$ cat src/rtl/spi_master_pkg.sv
`default_nettype none
// +------------------------------------------------------------------+
// | Module      : spi_master_pkg                                     |
// | Description : Shared types and constants for the SPI master:     |
// |               FSM state encoding, register indices, status bit   |
// |               positions and a status-byte helper.                |
// | Revision    : 1.0  initial release                               |
// +------------------------------------------------------------------+
package spi_master_pkg;

    // FSM state encoding (explicit 2-bit width)
    typedef logic [1:0] state_t;
    localparam state_t ST_IDLE = 2'd0;
    localparam state_t ST_LOW  = 2'd1;
    localparam state_t ST_HIGH = 2'd2;

    // Register window indices
    localparam logic [1:0] REG_DATA = 2'd0;
    localparam logic [1:0] REG_CTRL = 2'd1;
    localparam logic [1:0] REG_DIV  = 2'd2;
    localparam logic [1:0] REG_IRQ  = 2'd3;

    // Status byte bit positions
    localparam int STAT_BUSY   = 7;
    localparam int STAT_DONE   = 6;
    localparam int STAT_IRQ_EN = 5;
    localparam int STAT_CS0    = 0;

    // Assemble the CTRL/STATUS read value
    function automatic logic [7:0] status_byte(input logic busy, input logic done,
                                               input logic irq_en, input logic cs0);
        logic [7:0] s;
        s              = 8'h00;
        s[STAT_BUSY]   = busy;
        s[STAT_DONE]   = done;
        s[STAT_IRQ_EN] = irq_en;
        s[STAT_CS0]    = cs0;
        return s;
    endfunction

endpackage
`default_nettype wire

$ cat src/rtl/spi_sclk_gen.sv
`default_nettype none
// +------------------------------------------------------------------+
// | Module      : spi_sclk_gen                                       |
// | Description : Half-period divider for the SPI clock. While run   |
// |               is low the counter is held at div; while run is    |
// |               high it counts down and emits a one-cycle tick at  |
// |               zero, reloading from the current div value.        |
// | Revision    : 1.0  initial release                               |
// +------------------------------------------------------------------+
module spi_sclk_gen (
    input  logic       clk,
    input  logic       rst_n,
    input  logic [7:0] div,
    input  logic       run,
    output logic       tick
);

    logic [7:0] r_cnt;

    // Down-counter: restart while idle, reload at every half-period end
    always_ff @(posedge clk or negedge rst_n) begin
        if (!rst_n) begin
            r_cnt <= 8'd0;
        end else if (!run || (r_cnt == 8'd0)) begin
            r_cnt <= div;
        end else begin
            r_cnt <= r_cnt - 8'd1;
        end
    end

    assign tick = run && (r_cnt == 8'd0);

endmodule
`default_nettype wire

$ cat src/rtl/spi_master.sv
`default_nettype none
// +------------------------------------------------------------------+
// | Module      : spi_master                                         |
// | Description : Byte-wide mode-0 SPI master on the CPU bus.        |
// |               DATA write starts a transfer, DATA read returns    |
// |               the last received byte. Optional interrupt logic   |
// |               is enabled by defining SPI_MASTER_IRQ_EN.          |
// | Revision    : 1.0  initial release                               |
// +------------------------------------------------------------------+
module spi_master
    import spi_master_pkg::*;
#(
    parameter logic [7:0] DIV_RESET = 8'd3
) (
    input  logic       clk,
    input  logic       rst_n,
    input  logic       cs,
    input  logic [1:0] addr,
    input  logic       we,
    input  logic       re,
    input  logic [7:0] wdata,
    output logic [7:0] rdata,
`ifdef SPI_MASTER_IRQ_EN
    output logic       irq,
`endif
    output logic       spi_sclk,
    output logic       spi_mosi,
    input  logic       spi_miso,
    output logic       spi_cs0
);

    state_t     r_state;
    state_t     w_state_nxt;

    logic [7:0] r_div;
    logic       r_cs0;
    logic       r_done;
    logic [7:0] r_rx_data;
    logic [7:0] r_rx_shift;
    // Only the seven bits still to be sent after the current mosi bit
    logic [6:0] r_tx_shift;
    logic [2:0] r_bit_cnt;
    logic       r_sclk;
    logic       r_mosi;
    logic       w_irq_en;

    logic       w_tick;
    logic       w_run;
    logic       w_busy;
    logic       w_start;
    logic       w_rise;
    logic       w_fall;
    logic       w_last;

    logic       w_data_wr;
    logic       w_data_rd;
    logic       w_ctrl_wr;
    logic       w_div_wr;

    assign w_data_wr = cs && we && (addr == REG_DATA);
    assign w_data_rd = cs && re && (addr == REG_DATA);
    assign w_ctrl_wr = cs && we && (addr == REG_CTRL);
    assign w_div_wr  = cs && we && (addr == REG_DIV);

    spi_sclk_gen u_sclk_gen (
        .clk   (clk),
        .rst_n (rst_n),
        .div   (r_div),
        .run   (w_run),
        .tick  (w_tick)
    );

    // FSM state register
    always_ff @(posedge clk or negedge rst_n) begin
        if (!rst_n) begin
            r_state <= ST_IDLE;
        end else begin
            r_state <= w_state_nxt;
        end
    end

    // FSM next-state logic
    always_comb begin
        w_state_nxt = r_state;
        case (r_state)
            ST_IDLE: if (w_data_wr) w_state_nxt = ST_LOW;
            ST_LOW:  if (w_tick)    w_state_nxt = ST_HIGH;
            ST_HIGH: if (w_tick)    w_state_nxt = (r_bit_cnt == 3'd7) ? ST_IDLE : ST_LOW;
            default:                w_state_nxt = ST_IDLE;
        endcase
    end

    // FSM output decode: datapath strobes for start, SCLK rise, SCLK fall
    always_comb begin
        w_start = 1'b0;
        w_rise  = 1'b0;
        w_fall  = 1'b0;
        w_last  = 1'b0;
        w_run   = 1'b0;
        w_busy  = 1'b0;
        case (r_state)
            ST_IDLE: w_start = w_data_wr;
            ST_LOW: begin
                w_run  = 1'b1;
                w_busy = 1'b1;
                w_rise = w_tick;
            end
            ST_HIGH: begin
                w_run  = 1'b1;
                w_busy = 1'b1;
                w_fall = w_tick;
                w_last = w_tick && (r_bit_cnt == 3'd7);
            end
            default: ;
        endcase
    end

    // Shift datapath: load on start, sample miso on rise, advance mosi on fall
    always_ff @(posedge clk or negedge rst_n) begin
        if (!rst_n) begin
            r_tx_shift <= 7'd0;
            r_rx_shift <= 8'd0;
            r_rx_data  <= 8'h00;
            r_bit_cnt  <= 3'd0;
            r_sclk     <= 1'b0;
            r_mosi     <= 1'b1;
        end else begin
            if (w_start) begin
                r_tx_shift <= wdata[6:0];
                r_mosi     <= wdata[7];
                r_bit_cnt  <= 3'd0;
            end
            if (w_rise) begin
                r_sclk     <= 1'b1;
                r_rx_shift <= {r_rx_shift[6:0], spi_miso};
            end
            if (w_fall) begin
                r_sclk <= 1'b0;
                if (w_last) begin
                    r_rx_data <= r_rx_shift;
                    r_mosi    <= 1'b1;
                end else begin
                    r_bit_cnt  <= r_bit_cnt + 3'd1;
                    r_mosi     <= r_tx_shift[6];
                    r_tx_shift <= {r_tx_shift[5:0], 1'b0};
                end
            end
        end
    end

    // Completion flag: set on last fall (wins over a same-cycle read), cleared on start or DATA read
    always_ff @(posedge clk or negedge rst_n) begin
        if (!rst_n) begin
            r_done <= 1'b0;
        end else if (w_last) begin
            r_done <= 1'b1;
        end else if (w_start || w_data_rd) begin
            r_done <= 1'b0;
        end
    end

    // Software-visible control registers: chip select and divider
    always_ff @(posedge clk or negedge rst_n) begin
        if (!rst_n) begin
            r_cs0 <= 1'b1;
            r_div <= DIV_RESET;
        end else begin
            if (w_ctrl_wr) r_cs0 <= wdata[0];
            if (w_div_wr)  r_div <= wdata;
        end
    end

`ifdef SPI_MASTER_IRQ_EN
    logic r_irq_en;
    logic w_irq_wr;

    assign w_irq_wr = cs && we && (addr == REG_IRQ);

    // Interrupt enable register
    always_ff @(posedge clk or negedge rst_n) begin
        if (!rst_n) begin
            r_irq_en <= 1'b0;
        end else if (w_irq_wr) begin
            r_irq_en <= wdata[0];
        end
    end

    assign w_irq_en = r_irq_en;
    assign irq      = r_done & r_irq_en;
`else
    assign w_irq_en = 1'b0;
`endif

    // Read-back mux on register index
    always_comb begin
        rdata = 8'h00;
        case (addr)
            REG_DATA: rdata = r_rx_data;
            REG_CTRL: rdata = status_byte(w_busy, r_done, w_irq_en, r_cs0);
            REG_DIV:  rdata = r_div;
            default:  rdata = {7'd0, w_irq_en};
        endcase
    end

    assign spi_sclk = r_sclk;
    assign spi_mosi = r_mosi;
    assign spi_cs0  = r_cs0;

endmodule
`default_nettype wire

$ cat config.mk
export PLATFORM = sky130hd
export DESIGN_NAME = spi_master
export DESIGN_NICKNAME = d
export VERILOG_FILES = /design/src/rtl/spi_master_pkg.sv /design/src/rtl/spi_sclk_gen.sv /design/src/rtl/spi_master.sv
export SDC_FILE = /design/constraint.sdc
export NUM_CORES = 1
export LEC_CHECK = 0
export BUFFER_PORTS_ARGS = -buffer_cell sky130_fd_sc_hd__buf_2
export CORE_AREA = 2 2 68 70
export DETAILED_ROUTE_END_ITERATION = 10
export DIE_AREA = 0 0 70 72
export PLACE_DENSITY = 0.75
export SKIP_LAST_GASP = 1
export SYNTH_ARGS = -nofsm -noshare
export SYNTH_HDL_FRONTEND = slang
export SYNTH_SLANG_ARGS = --single-unit
export TNS_END_PERCENT = 1
$ cat constraint.sdc
create_clock -name clk -period 2.66 [get_ports clk]
set_clock_uncertainty 0.05 [all_clocks]
set_input_delay 0.399 -clock clk [delete_from_list [all_inputs] [get_ports clk]]
set_output_delay 0.399 -clock clk [all_outputs]
set_load 0.005 [all_outputs]
==> results.txt, run 1 <==
The count of input and output buffers is 26. The sum of negative setup slack came out at 0 ns. The startpoint-to-endpoint class of the critical path was reg -> reg. The detail route stage leaves a number of antenna-violating nets equal to 0. The clock transition time at the flip-flop clock pins of the worst setup and hold paths was 0.08 ns; the net count of the mapped netlist was 225. The slowest stage of the critical path is the sky130_fd_sc_hd__or3b_2 cell. The number of max-slew violations in the final report came out at 0. The total congestion overflow after global routing came out at 0.

For the final wirelength, the log shows 4.655 mm. The fraction of the yosys area taken by sequential cells was 0.5133; the width of the chip was 70 um. The number of setup buffers added after CTS came out at 0.

After synthesis, the mean cell area works out to 11.69 um^2. The tools report the tightest slew margin relative to the limit as 0.5985. In this run the vertical extent of the chip is 72 um. After synthesis the netlist holds a flip-flop and latch count of 48.

For this design the top-level I/O count stands at 27. At the pin with the least slew margin, the transition time is 0.6023 ns. In this design, the largest share of critical-path delay is due to simple AND/OR/NAND/NOR gates. The tools report the cell row count as 24. STA puts the critical path data required time at 2.80 ns. The run gives 0 as the antenna cell count.

The biggest area consumer among synthesized cells is sky130_fd_sc_hd__dfrtp_1. Minimum clock period after layout: 2.247 ns. The logs give 35 for the count of different cell masters after synthesis and 0 for the post-cts repair resize count.

The run gives 0 as the remaining design rule violation count. For this run, the detailed router's first-pass iteration total came to 4. Pin count of the biggest net entering global routing: 28. In this run the power density over the cells is 928.5 nW/um^2. Clock latency on the worst-skew pair, taken at its later pin, is 0.30 ns.

The tools report the maximum level of the CTS H-tree as 2. Routability-driven placement finished with a final weighted congestion of 0.7514. The routed layout has 1570 vias. The run finished with clean final reports. The detailed-placement wirelength estimate was 3.500 mm.

TritonCTS built the clock tree. Share of the clock period used by the worst path after layout: 0.8446. The maximum number of buffers from clock root to sink is 2, and the area of the mapped netlist is 2350 um^2.

Data arrives at the worst endpoint at 2.38 ns. Yosys printed 0 warnings. The number of buffers and inverters on the critical path is 2.

The run gives 0 as the post-cts hold buffer count. The logs give 0 for the total of endpoints with negative setup slack in the final report and 586.1 uV for the maximum resistive drop on vdd. The fraction of post-synthesis cell area in the top cell type by area came out at 0.4686. In this run, CTS created clock tree buffers numbering 5.

The per-cell routed wire length is 16.22 um, and the post-placement cell count is 279. The share of final-layout standard cells stronger than drive strength 1 was 0.3149. The max-cap violation count was 0; the synthesized instance count was 201.

The delay of the slowest critical-path stage is 0.49 ns. After floorplanning, the core was sized to cover 4264 um^2. Along the worst path, the maximum fanout reaches 8.

Using the TritonRoute via totals, the vias-per-cell ratio works out to 5.470. For the overall routing resource usage, the log shows 0.1980. The first global-routing pass estimated 7.596 mm of wire. The critical path goes through inv_1 -> ha_1 -> or3b_2 -> nor3_4 -> buf_4 -> nand2_8 -> mux2_4. The starting DRC count in detailed routing was 60.

The initial antenna violation count is 0, and the number of standard cells in the layout, taps in and fillers out is 287. The starting density of the core came out at 0.5511. The final worst setup slack was 0.4132 ns. The worst setup path is captured at a flop. Setup repair after global routing left no endpoint under its margin. The run gives 5040 um^2 as the area of the die.

Ranked by total cell area, the synthesized netlist is headed by sky130_fd_sc_hd__dfrtp_1 (47%), sky130_fd_sc_hd__mux2_2 (8.1%), sky130_fd_sc_hd__mux2i_1 (7.7%), sky130_fd_sc_hd__mux2_4 (5.1%), sky130_fd_sc_hd__dfstp_2 (4.5%). The timing-limited maximum frequency came out at 445.1 MHz. For this design the static power due to leakage is 1.358 nW.

Clock root buffer: sky130_fd_sc_hd__clkbuf_8. The logs give 0 for the final number of hold-violating endpoints and 0.6294 for the fraction of the core area covered by cells at the end of the flow. Prior to clock tree synthesis, the placed netlist has a worst setup slack of 0.4339 ns. The run gives 1504 as the via count of the first global-routing pass.

The path category of the worst min-delay check was in -> async. The tree built by TritonCTS fans out to 48 sinks. The number of nets in the final layout was 258; the power consumption was 0.002492 W. The worst setup path is launched from a flop. The layout overhead on the synthesized area is 14.22%.
==> kinds of logic after synthesis <==
group | after synthesis | share of synthesized area
compound gates | 27 | 0.06017
xor+xnor | 6 | 0.02236
fa+ha+maj | 8 | 0.04260
buf+inv | 13 | 0.02503
flops | 48 | 0.5133
mux | 43 | 0.2093
simple gates | 56 | 0.1273
==> Yosys cell counts (all sizes together) <==
cell / count
mux2: 25
clkbuf: 2
dfstp: 4
a31oi: 1
nor2b: 2
nor4b: 1
o21ai: 14
a21oi: 10
or3b: 1
buf: 4
xnor2: 4
inv: 7
o21bai: 1
nor4: 1
o31ai: 1
nor3: 3
mux2i: 18
ha: 8
nand4: 2
or3: 1
or4: 1
xor2: 2
nand2: 17
nor2: 15
nand2b: 1
nand4b: 1
dfrtp: 44
nand3: 10
==> flip-flops by register name, summed over array words and instances (netlist names) <==
register	flops
spi_cs0	1
r_div	8
spi_sclk	1
r_rx_data	8
u_sclk_gen.r_cnt	8
r_state	2
r_bit_cnt	3
r_tx_shift	7
r_done	1
r_rx_shift	8
spi_mosi	1
==> per-stage QoR <==
stage / hold WS [ns] / area (um^2)
6_report: 0.04881 / 2684
5_1_grt: 0.08525 / 2684
4_1_cts: 0.05817 / 2684
3_5_place_dp: 0.3903 / 2557
3_3_place_gp: 0.3871 / 2557
2_1_floorplan: 0.05341 / 2350
==> layer usage <==
layer,GRT usage,wire length (um)
met1,0.2689,2123
met2,0.3122,2315
met3,0.05417,173
met4,0.06624,43
met5,0,0
==> cell usage in the layout (no fill, tap or decap), types with 6 or more instances in the layout <==
cell type	Yosys	routed
sky130_fd_sc_hd__buf_2	2	26
sky130_fd_sc_hd__mux2i_1	18	18
sky130_fd_sc_hd__clkbuf_8	0	7
sky130_fd_sc_hd__nor2_1	15	15
sky130_fd_sc_hd__mux2_4	8	8
sky130_fd_sc_hd__nand3_1	9	9
sky130_fd_sc_hd__ha_1	8	8
sky130_fd_sc_hd__mux2_2	17	17
sky130_fd_sc_hd__o21ai_0	13	13
sky130_fd_sc_hd__dfrtp_1	44	44
sky130_fd_sc_hd__nand2_1	16	16
sky130_fd_sc_hd__inv_1	7	7
sky130_fd_sc_hd__buf_4	0	6
sky130_fd_sc_hd__a21oi_1	10	10
==> report_power, final <==
group          internal, W  leakage, nW  total (W)  switching (W)
combinational     0.000371        0.698   0.000766       0.000395
clock             0.000332       0.0645   0.000571       0.000239
sequential        0.000972        0.596    0.00116       0.000183
==> worst paths after layout <==
kind,cells past startpoint,start,slack (ns),end
min reg2reg,1,r_bit_cnt[0]$_DFF_PN0_,0.46,r_bit_cnt[0]$_DFF_PN0_
min,1,rst_n,0.05,u_sclk_gen.r_cnt[5]$_DFF_PN0_
max reg2reg,7,u_sclk_gen.r_cnt[0]$_DFF_PN0_,0.41,r_rx_shift[2]$_DFFE_PN0P_
max in group asynchronous,2,rst_n,1.85,r_div[1]$_DFFE_PN1P_
max,7,u_sclk_gen.r_cnt[0]$_DFF_PN0_,0.41,r_rx_shift[2]$_DFFE_PN0P_
min in group clk,2,spi_miso,0.28,r_rx_shift[0]$_DFFE_PN0P_
==> worst reg2reg max path: stages, from the launching register on <==
cell and delay, ns:
sky130_fd_sc_hd__dfrtp_1 0.41, sky130_fd_sc_hd__inv_1 0.11, sky130_fd_sc_hd__ha_1 0.16, sky130_fd_sc_hd__or3b_2 0.49, sky130_fd_sc_hd__nor3_4 0.26, sky130_fd_sc_hd__buf_4 0.23
sky130_fd_sc_hd__nand2_8 0.10, sky130_fd_sc_hd__mux2_4 0.33
==> cell type report <==
cell class	count	area [um^2]
multi-input combinational	140	1085
timing repair buffer	32	175.2
clock buffer	7	96.34
fill	352	1580
inverter	7	26.28
clock inverter	1	30.03
sequential	48	1206
tap	52	65.06
Power figures use the tool's default switching activity.
==> inputs of run 2 (changes only) <==
Settings changed: ABC_AREA set to 1, CORE_AREA 2 2 68 70 to 2 2 69 71, DIE_AREA 0 0 70 72 to 0 0 71 73, PLACE_DENSITY 0.75 to 0.77.
Clock period 2.66 ns to 2.3 ns, I/O delays scaled along.
==> results.txt, run 2 <==
The number of nets in the final layout was 359 (+39%). The number of detailed-routing iterations run before antenna repair was 4 (unchanged). The clock transition time at the flip-flop clock pins of the worst setup and hold paths was 0.08 ns (about the same); the share of final-layout standard cells stronger than drive strength 1 was 0.1940 (-0.1209).

The leading cell type in the layout, fill and taps excluded is sky130_fd_sc_hd__nand2_1. The startpoint-to-endpoint class of the critical path was reg -> out. The worst-skew pair later-pin latency came out at 0.29 ns (about the same). The run gives 3.915 mm (+12%) as the detailed-placement wirelength estimate.

The maximum resistive drop on vdd was 605.1 uV (+3.2%). The logs give 0.5506 (about the same) for the starting density of the core and 60 (unchanged) for the starting DRC count in detailed routing. The total of flip-flops plus latches after synthesis came out at 48 (unchanged).

The run gives 48 (unchanged) as the number of sinks driven by the clock tree. The leakage power of the design came out at 1.551 nW (+14%). The delay of the slowest critical-path stage works out to 0.62 ns (+0.13 ns). The fraction of post-synthesis cell area in the top cell type by area was 0.4409 (-0.02770); the post-cts repair resize count was 0 (unchanged). In this design, the largest share of critical-path delay is due to adder cells. For this run, the leading register cell type out of synthesis is sky130_fd_sc_hd__dfrtp_1.

The run gives 328 (+46%) as the net count of the mapped netlist. For the area of the die, the log shows 5183 um^2 (+2.8%). After synthesis, the cell types taking the most area are sky130_fd_sc_hd__dfrtp_1 (44%), sky130_fd_sc_hd__nand2_1 (17%), sky130_fd_sc_hd__inv_1 (6.6%), sky130_fd_sc_hd__dfstp_2 (4.2%), sky130_fd_sc_hd__ha_1 (4.0%). The transition time at the pin with the least slew margin came out at 0.5943 ns (-0.007959 ns). The count of buffer and inverter cells on the critical path works out to 2 (unchanged). Boundary pin count: 27 (unchanged). The routed design could run at a clock period as short as 2.117 ns. Post-route antenna net violation count: 0 (unchanged). Initial antenna violation count: 0 (unchanged).

For the number of max-slew violations in the final report, the log shows 0 (unchanged). The Yosys warning count was 0 (unchanged). The width of the chip is 71 um (+1.4%), and the area of the mapped netlist is 2497 um^2 (+6.3%).

The synthesized instance count was 304 (+51%); the share of the clock period used by the worst path after layout was 0.9206. The placeable core region was 4536 um^2 (+6.4%); the overall routing resource usage was 0.2096 (+0.01155). The tools report the timing-limited maximum frequency as 472.3 MHz. The tools report the pin count of the biggest net entering global routing as 49 (+75%). The max-cap violation count came out at 0 (unchanged). The worst hold path belongs to the class in -> async. The number of vias per cell after detailed routing was 5.103 (-6.7%). The flow ran to the end, and the final reports show no timing, DRC or antenna violations. The number of synthesized flops with an enable pin is 0 (unchanged). Compared with the post-synthesis result, the final layout area differs by 11.47%.

TritonCTS built the clock tree. The count of input and output buffers works out to 26 (unchanged). The maximum number of buffers from clock root to sink came out at 2 (unchanged).

The data required time at the worst endpoint was 1.90 ns (-0.90 ns); the number of setup buffers added after CTS was 0 (unchanged). The logs give 0 (unchanged) for the antenna cell count and 2 (unchanged) for the maximum level of the CTS H-tree. The placer's final routability congestion estimate came out at 0.8531 (+14%). The slowest cell on the critical path was sky130_fd_sc_hd__ha_1. The count of different cell masters after synthesis was 27 (-23%); the per-cell routed wire length was 13.17 um (-19%).

For the total of endpoints with negative setup slack in the final report, the log shows 0 (unchanged). Post-cts hold buffer count: 0 (unchanged). The total CTS buffers came out at 5 (unchanged). Setup repair after global routing left no endpoint under its margin. The height of the die came out at 73 um (+1.4%).

The tools report the first-pass GRT wire length as 8.452 mm (+11%). The run gives 0.6038 (+0.005306) as the tightest slew margin relative to the limit. STA classifies the critical path startpoint as a flop. The logs give 0 (unchanged) for the remaining design rule violation count and 0.4830 (-0.03035) for the fraction of the yosys area taken by sequential cells. The most common cell in the synthesized netlist is sky130_fd_sc_hd__nand2_1. The via count of the first global-routing pass is 1827 (+21%), and the critical path data arrival time is 1.72 ns (-0.66 ns).

The run gives 5.122 mm (+10%) as the final wirelength. The total congestion overflow after global routing was 0 (unchanged). The library cells used most frequently in the layout, excluding fill and tap cells, are sky130_fd_sc_hd__nand2_1 (112), sky130_fd_sc_hd__inv_1 (44), sky130_fd_sc_hd__dfrtp_1 (44). The run gives 0 (unchanged) as the final number of hold-violating endpoints. The async set-or-reset flop fraction in the synthesized netlist came out at 1.000 (unchanged). The mean instance size in the synthesized netlist was 8.215 um^2 (-30%); the detailed-route via count was 1985 (+26%). STA classifies the critical path endpoint as an output pin.

The signal on the critical path passes through inv_1 -> ha_1 -> nand2_1 -> nand3_1 -> buf_2. The placed cell area came out at 2688 um^2 (+5.1%). The sum of negative setup slack came out at 0 ns (unchanged). In the synthesized netlist, the cells that appear most often are sky130_fd_sc_hd__nand2_1 (112), sky130_fd_sc_hd__dfrtp_1 (44), sky130_fd_sc_hd__inv_1 (44).

Peak fanout along the critical path: 11 (+3). The finished layout cell area is 2784 um^2 (+3.7%), and the cell row count is 25 (+4.2%). The biggest area consumer among synthesized cells is sky130_fd_sc_hd__dfrtp_1. Clock tree synthesis selected as its root buffer the cell sky130_fd_sc_hd__clkbuf_8. The total power divided by cell area is 1005 nW/um^2 (+8.3%).
==> run 2: cell count changes after synthesis, sizes merged, moves of 8 or more <==
| cell | delta |
|---|---|
| inv | +37 |
| nand2 | +97 |
| mux2 | -22 |
| a21oi | -8 |
| o21ai | +12 |
| nand3 | +11 |
| mux2i | -18 |
==> run 2: worst reg2reg max path: stages (launching register included) <==
cell and delay [ns]:
sky130_fd_sc_hd__dfrtp_1 0.40, sky130_fd_sc_hd__inv_1 0.08, sky130_fd_sc_hd__ha_1 0.62, sky130_fd_sc_hd__inv_1 0.15, sky130_fd_sc_hd__nor2_4 0.21, sky130_fd_sc_hd__inv_1 0.14, sky130_fd_sc_hd__nand2_1 0.08, sky130_fd_sc_hd__o21ai_0 0.09
==> run 2: kinds of logic after synthesis <==
family,count (synthesis),share of synthesized area
buf+inv,50,0.08016
mux,3,0.01353
simple gates,160,0.2931
fa+ha+maj,8,0.04008
compound gates,32,0.07966
flops,48,0.4830
xor+xnor,3,0.01052
==> run 2: stage by stage <==
stage	util	worst slack, ns	std cells	hold WS (ns)	power (W)
after global placement	0.5926	0.4862	382	0.4025	0.002248
after floorplan	-	0.6876	304	-0.0005911	0.002028
after global routing	0.6138	0.05633	389	0.1444	0.003006
final	0.6138	0.1825	389	0.08580	0.002798
after CTS	0.6138	0.1732	389	0.1127	0.002821
after detailed placement	0.5926	0.3830	382	0.4144	0.002296
==> run 2: power by group <==
| group | switching, W | total (W) | leakage, nW | internal, W |
|---|---|---|---|---|
| clock network | 0.000252 | 0.000520 | 0.0503 | 0.000268 |
| logic | 0.000636 | 0.00101 | 0.892 | 0.000378 |
| registers | 0.000172 | 0.00126 | 0.609 | 0.00109 |
==> run 2: layout make-up <==
class                   count  area [um^2]
repair buffers             29        152.6
fillers                   399         1752
flip-flops and latches     48         1206
inverters                  45        170.2
well taps                  54        67.56
clock buffers               7        96.34
multi-input cells         206         1091
==> run 2: per-layer routing <==
| metal | GRT usage | part of all wire |
|---|---|---|
| met1 | 0.2758 | 0.45 |
| met4 | 0.06289 | 0.0066 |
| met3 | 0.02348 | 0.032 |
| met5 | 0 | 0 |
| met2 | 0.3676 | 0.52 |
==> run 2: final timing paths <==
kind | from | end | slack, ns | cells after the start
setup / recovery | r_state[0]$_DFFE_PN0P_ | rdata[7] | 0.18 | 5
min in group clk | spi_miso | r_rx_shift[0]$_DFFE_PN0P_ | 0.21 | 3
setup reg to reg | r_state[0]$_DFFE_PN0P_ | u_sclk_gen.r_cnt[1]$_DFF_PN0_ | 0.37 | 7
max in group asynchronous | rst_n | r_done$_DFFE_PN0P_ | 1.71 | 2
hold reg to reg | u_sclk_gen.r_cnt[0]$_DFF_PN0_ | u_sclk_gen.r_cnt[0]$_DFF_PN0_ | 0.43 | 1
hold / removal | rst_n | r_rx_shift[4]$_DFFE_PN0P_ | 0.09 | 2
==> inputs of run 3 (changes only) <==
Settings changed: CORE_AREA 2 2 69 71 to 2 2 74 76, DIE_AREA 0 0 71 73 to 0 0 76 78, PLACE_DENSITY 0.77 to 0.68.
==> results.txt, run 3 (synthesis results as in run 2) <==
The pin count of the biggest net entering global routing is 21 (-57%). The most critical setup path has its startpoint at r_state[0]$_DFFE_PN0P_. The top cell types in the final layout, fill and taps aside, are sky130_fd_sc_hd__nand2_1 (112), sky130_fd_sc_hd__inv_1 (44), sky130_fd_sc_hd__dfrtp_1 (44).

The worst-skew pair later-pin latency was 0.30 ns (about the same); the number of vias per cell after detailed routing was 4.733 (-7.2%). The timing-limited maximum frequency was 528.5 MHz (+12%). The post-cts hold buffer count was 1 (+1); the per-cell routed wire length was 12.56 um (-4.6%).

The count of input and output buffers works out to 26 (unchanged). Clock transition time at the flip-flop clock pins of the worst setup and hold paths: 0.09 ns (about the same). The starting density of the core was 0.4953 (-0.05534).

Number of standard cells in the layout, taps in and fillers out: 409 (+5.1%). The path category of the worst min-delay check was in -> reg. TritonCTS built the clock tree. The cell row count came out at 26 (+4.0%). The tools report the number of nets in the final layout as 362 (+0.84%). For the number of detailed-routing iterations run before antenna repair, the log shows 4 (unchanged). The tools report the via count of the first global-routing pass as 1839 (+0.66%). The run gives 2723 um^2 (+1.3%) as the placed cell area. Post-cts repair resize count: 0 (unchanged). The critical path is of the reg -> out type. The final number of hold-violating endpoints came out at 0 (unchanged).

In this design, the largest share of critical-path delay is due to flip-flops. The tree is rooted in a sky130_fd_sc_hd__clkbuf_8. The tools report the source of the worst hold timing path as spi_miso. For the maximum level of the CTS H-tree, the log shows 2 (unchanged). The run gives 2 (unchanged) as the maximum number of buffers from clock root to sink.

The overall routing resource usage was 0.1871 (-0.02250). The critical path data arrival time came out at 1.50 ns (-0.22 ns). The number of setup buffers added after CTS came out at 0 (unchanged).

The placeable core region came out at 5042 um^2 (+11%). The post-route antenna net violation count is 0 (unchanged). For the area of the die, the log shows 5928 um^2 (+14%).

The signal on the critical path passes through inv_1 -> ha_1 -> nand2_1 -> nand3_1 -> buf_2. Max-cap violation count: 0 (unchanged). The logs give 0 (unchanged) for the remaining design rule violation count and 0 (unchanged) for the initial antenna violation count. The tools report the finished layout cell area as 2892 um^2 (+3.9%). The run gives 0 (unchanged) as the total congestion overflow after global routing.

Minimum clock period after layout: 1.892 ns (-0.2252 ns). The width of the chip was 76 um (+7.0%). The startpoint of the lowest-slack register-to-register path was r_bit_cnt[0]$_DFF_PN0_. Maximum resistive drop on vdd: 530.8 uV (-12%). The boundary pin count is 27 (unchanged), and the final wirelength is 5.136 mm (+0.27%). Detailed-placement wirelength estimate: 3.913 mm (about the same). Setup repair after global routing left no endpoint under its margin.

The run gives 0.8191 (-4.0%) as the placer's final routability congestion estimate. The share of final-layout standard cells stronger than drive strength 1 is 0.2006 (+0.006560), and the transition time at the pin with the least slew margin is 0.4547 ns (-0.1396 ns). The detailed-route via count was 1936 (-2.5%); the delay of the slowest critical-path stage was 0.40 ns (-0.22 ns).

The count of buffer and inverter cells on the critical path was 2 (unchanged). The data required time at the worst endpoint was 1.90 ns (about the same). The layout overhead on the synthesized area was 15.78%. The run gives 1.593 nW (+2.7%) as the leakage power of the design. Post-placement cell count: 400 (+4.7%). The total CTS buffers came out at 5 (unchanged). Leading cell type in the layout, fill and taps excluded: sky130_fd_sc_hd__nand2_1. The run gives 8.714 mm (+3.1%) as the first-pass GRT wire length.

Peak fanout along the critical path: 4 (-7). The tightest slew margin relative to the limit came out at 0.6969 (+0.09308). STA classifies the critical path endpoint as an output pin. STA classifies the critical path startpoint as a flop. The share of the clock period used by the worst path after layout came out at 0.8227 (-0.09793). The total of endpoints with negative setup slack in the final report is 0 (unchanged). The flow ran to the end, and the final reports show no timing, DRC or antenna violations.

The run gives 88 (+47%) as the starting DRC count in detailed routing. The height of the die was 78 um (+6.8%); the final worst hold slack was 0.1791 ns (+0.09325 ns). The antenna cell count is 0 (unchanged), and the total power divided by cell area is 1082 nW/um^2 (+7.7%). On the critical path, the stage with the largest delay is an instance of sky130_fd_sc_hd__dfrtp_1. The number of max-slew violations in the final report came out at 0 (unchanged). The tools report the sum of negative setup slack as 0 ns (unchanged). The run gives 48 (unchanged) as the number of sinks driven by the clock tree.
run 3: changes by cell type in the layout (fill, tap and decap cells not counted):
| cell | previous run | this run |
|---|---|---|
| sky130_fd_sc_hd__clkbuf_8 | 7 | 5 |
| sky130_fd_sc_hd__bufinv_16 | 0 | 3 |
| sky130_fd_sc_hd__buf_4 | 3 | 5 |
| sky130_fd_sc_hd__dlygate4sd3_1 | 0 | 1 |
run 3: area by class of cell:
cell class	count	area, um^2
Tap cell	70	87.58
Timing Repair Buffer	32	177.7
Fill cell	488	2151
Multi-Input combinational cell	206	1091
Clock buffer	5	68.82
Inverter	45	170.2
Sequential cell	48	1206
Clock inverter	3	90.09
run 3: metrics by stage:
step,power (W),util,setup slack (ns)
final,0.003129,0.5734,0.4078
after global routing,0.003369,0.5734,0.3395
after CTS,0.003156,0.5734,0.4060
after detailed placement,0.002310,0.5400,0.5725
after global placement,0.002281,0.5400,0.6288
after floorplan,0.002028,-,0.6876
run 3: worst min-delay path, delay by kind of cell:
kind                   cells  cell delay [ns]
buffers and inverters      1             0.08
and+or+nand+nor            2             0.08
run 3: power breakdown:
| group | internal (W) | switching (W) |
|---|---|---|
| clock | 0.000544 | 0.000294 |
| sequential | 0.00109 | 0.000166 |
| combinational | 0.000392 | 0.000643 |
| total | 0.00203 | 0.00110 |
run 3: metal layers:
layer	global-route usage	share of wire	vias to the layer above
met5	0	0	-
met4	0.05455	0.010	0
met3	0.03605	0.034	5
met2	0.3134	0.47	27
met1	0.2492	0.49	888
li1	-	-	1016
run 3: path summary, 6_finish.rpt:
check / endpoint / slack [ns] / depth (start not counted)
max in group asynchronous: spi_mosi$_DFFE_PN1P_ / 1.09 / 3
max reg2reg: r_tx_shift[5]$_DFF_PN0_ / 0.57 / 6
min: r_rx_shift[0]$_DFFE_PN0P_ / 0.18 / 3
min in group asynchronous: r_rx_shift[3]$_DFFE_PN0P_ / 0.46 / 2
max: rdata[7] / 0.41 / 5
min reg2reg: u_sclk_gen.r_cnt[0]$_DFF_PN0_ / 0.42 / 1
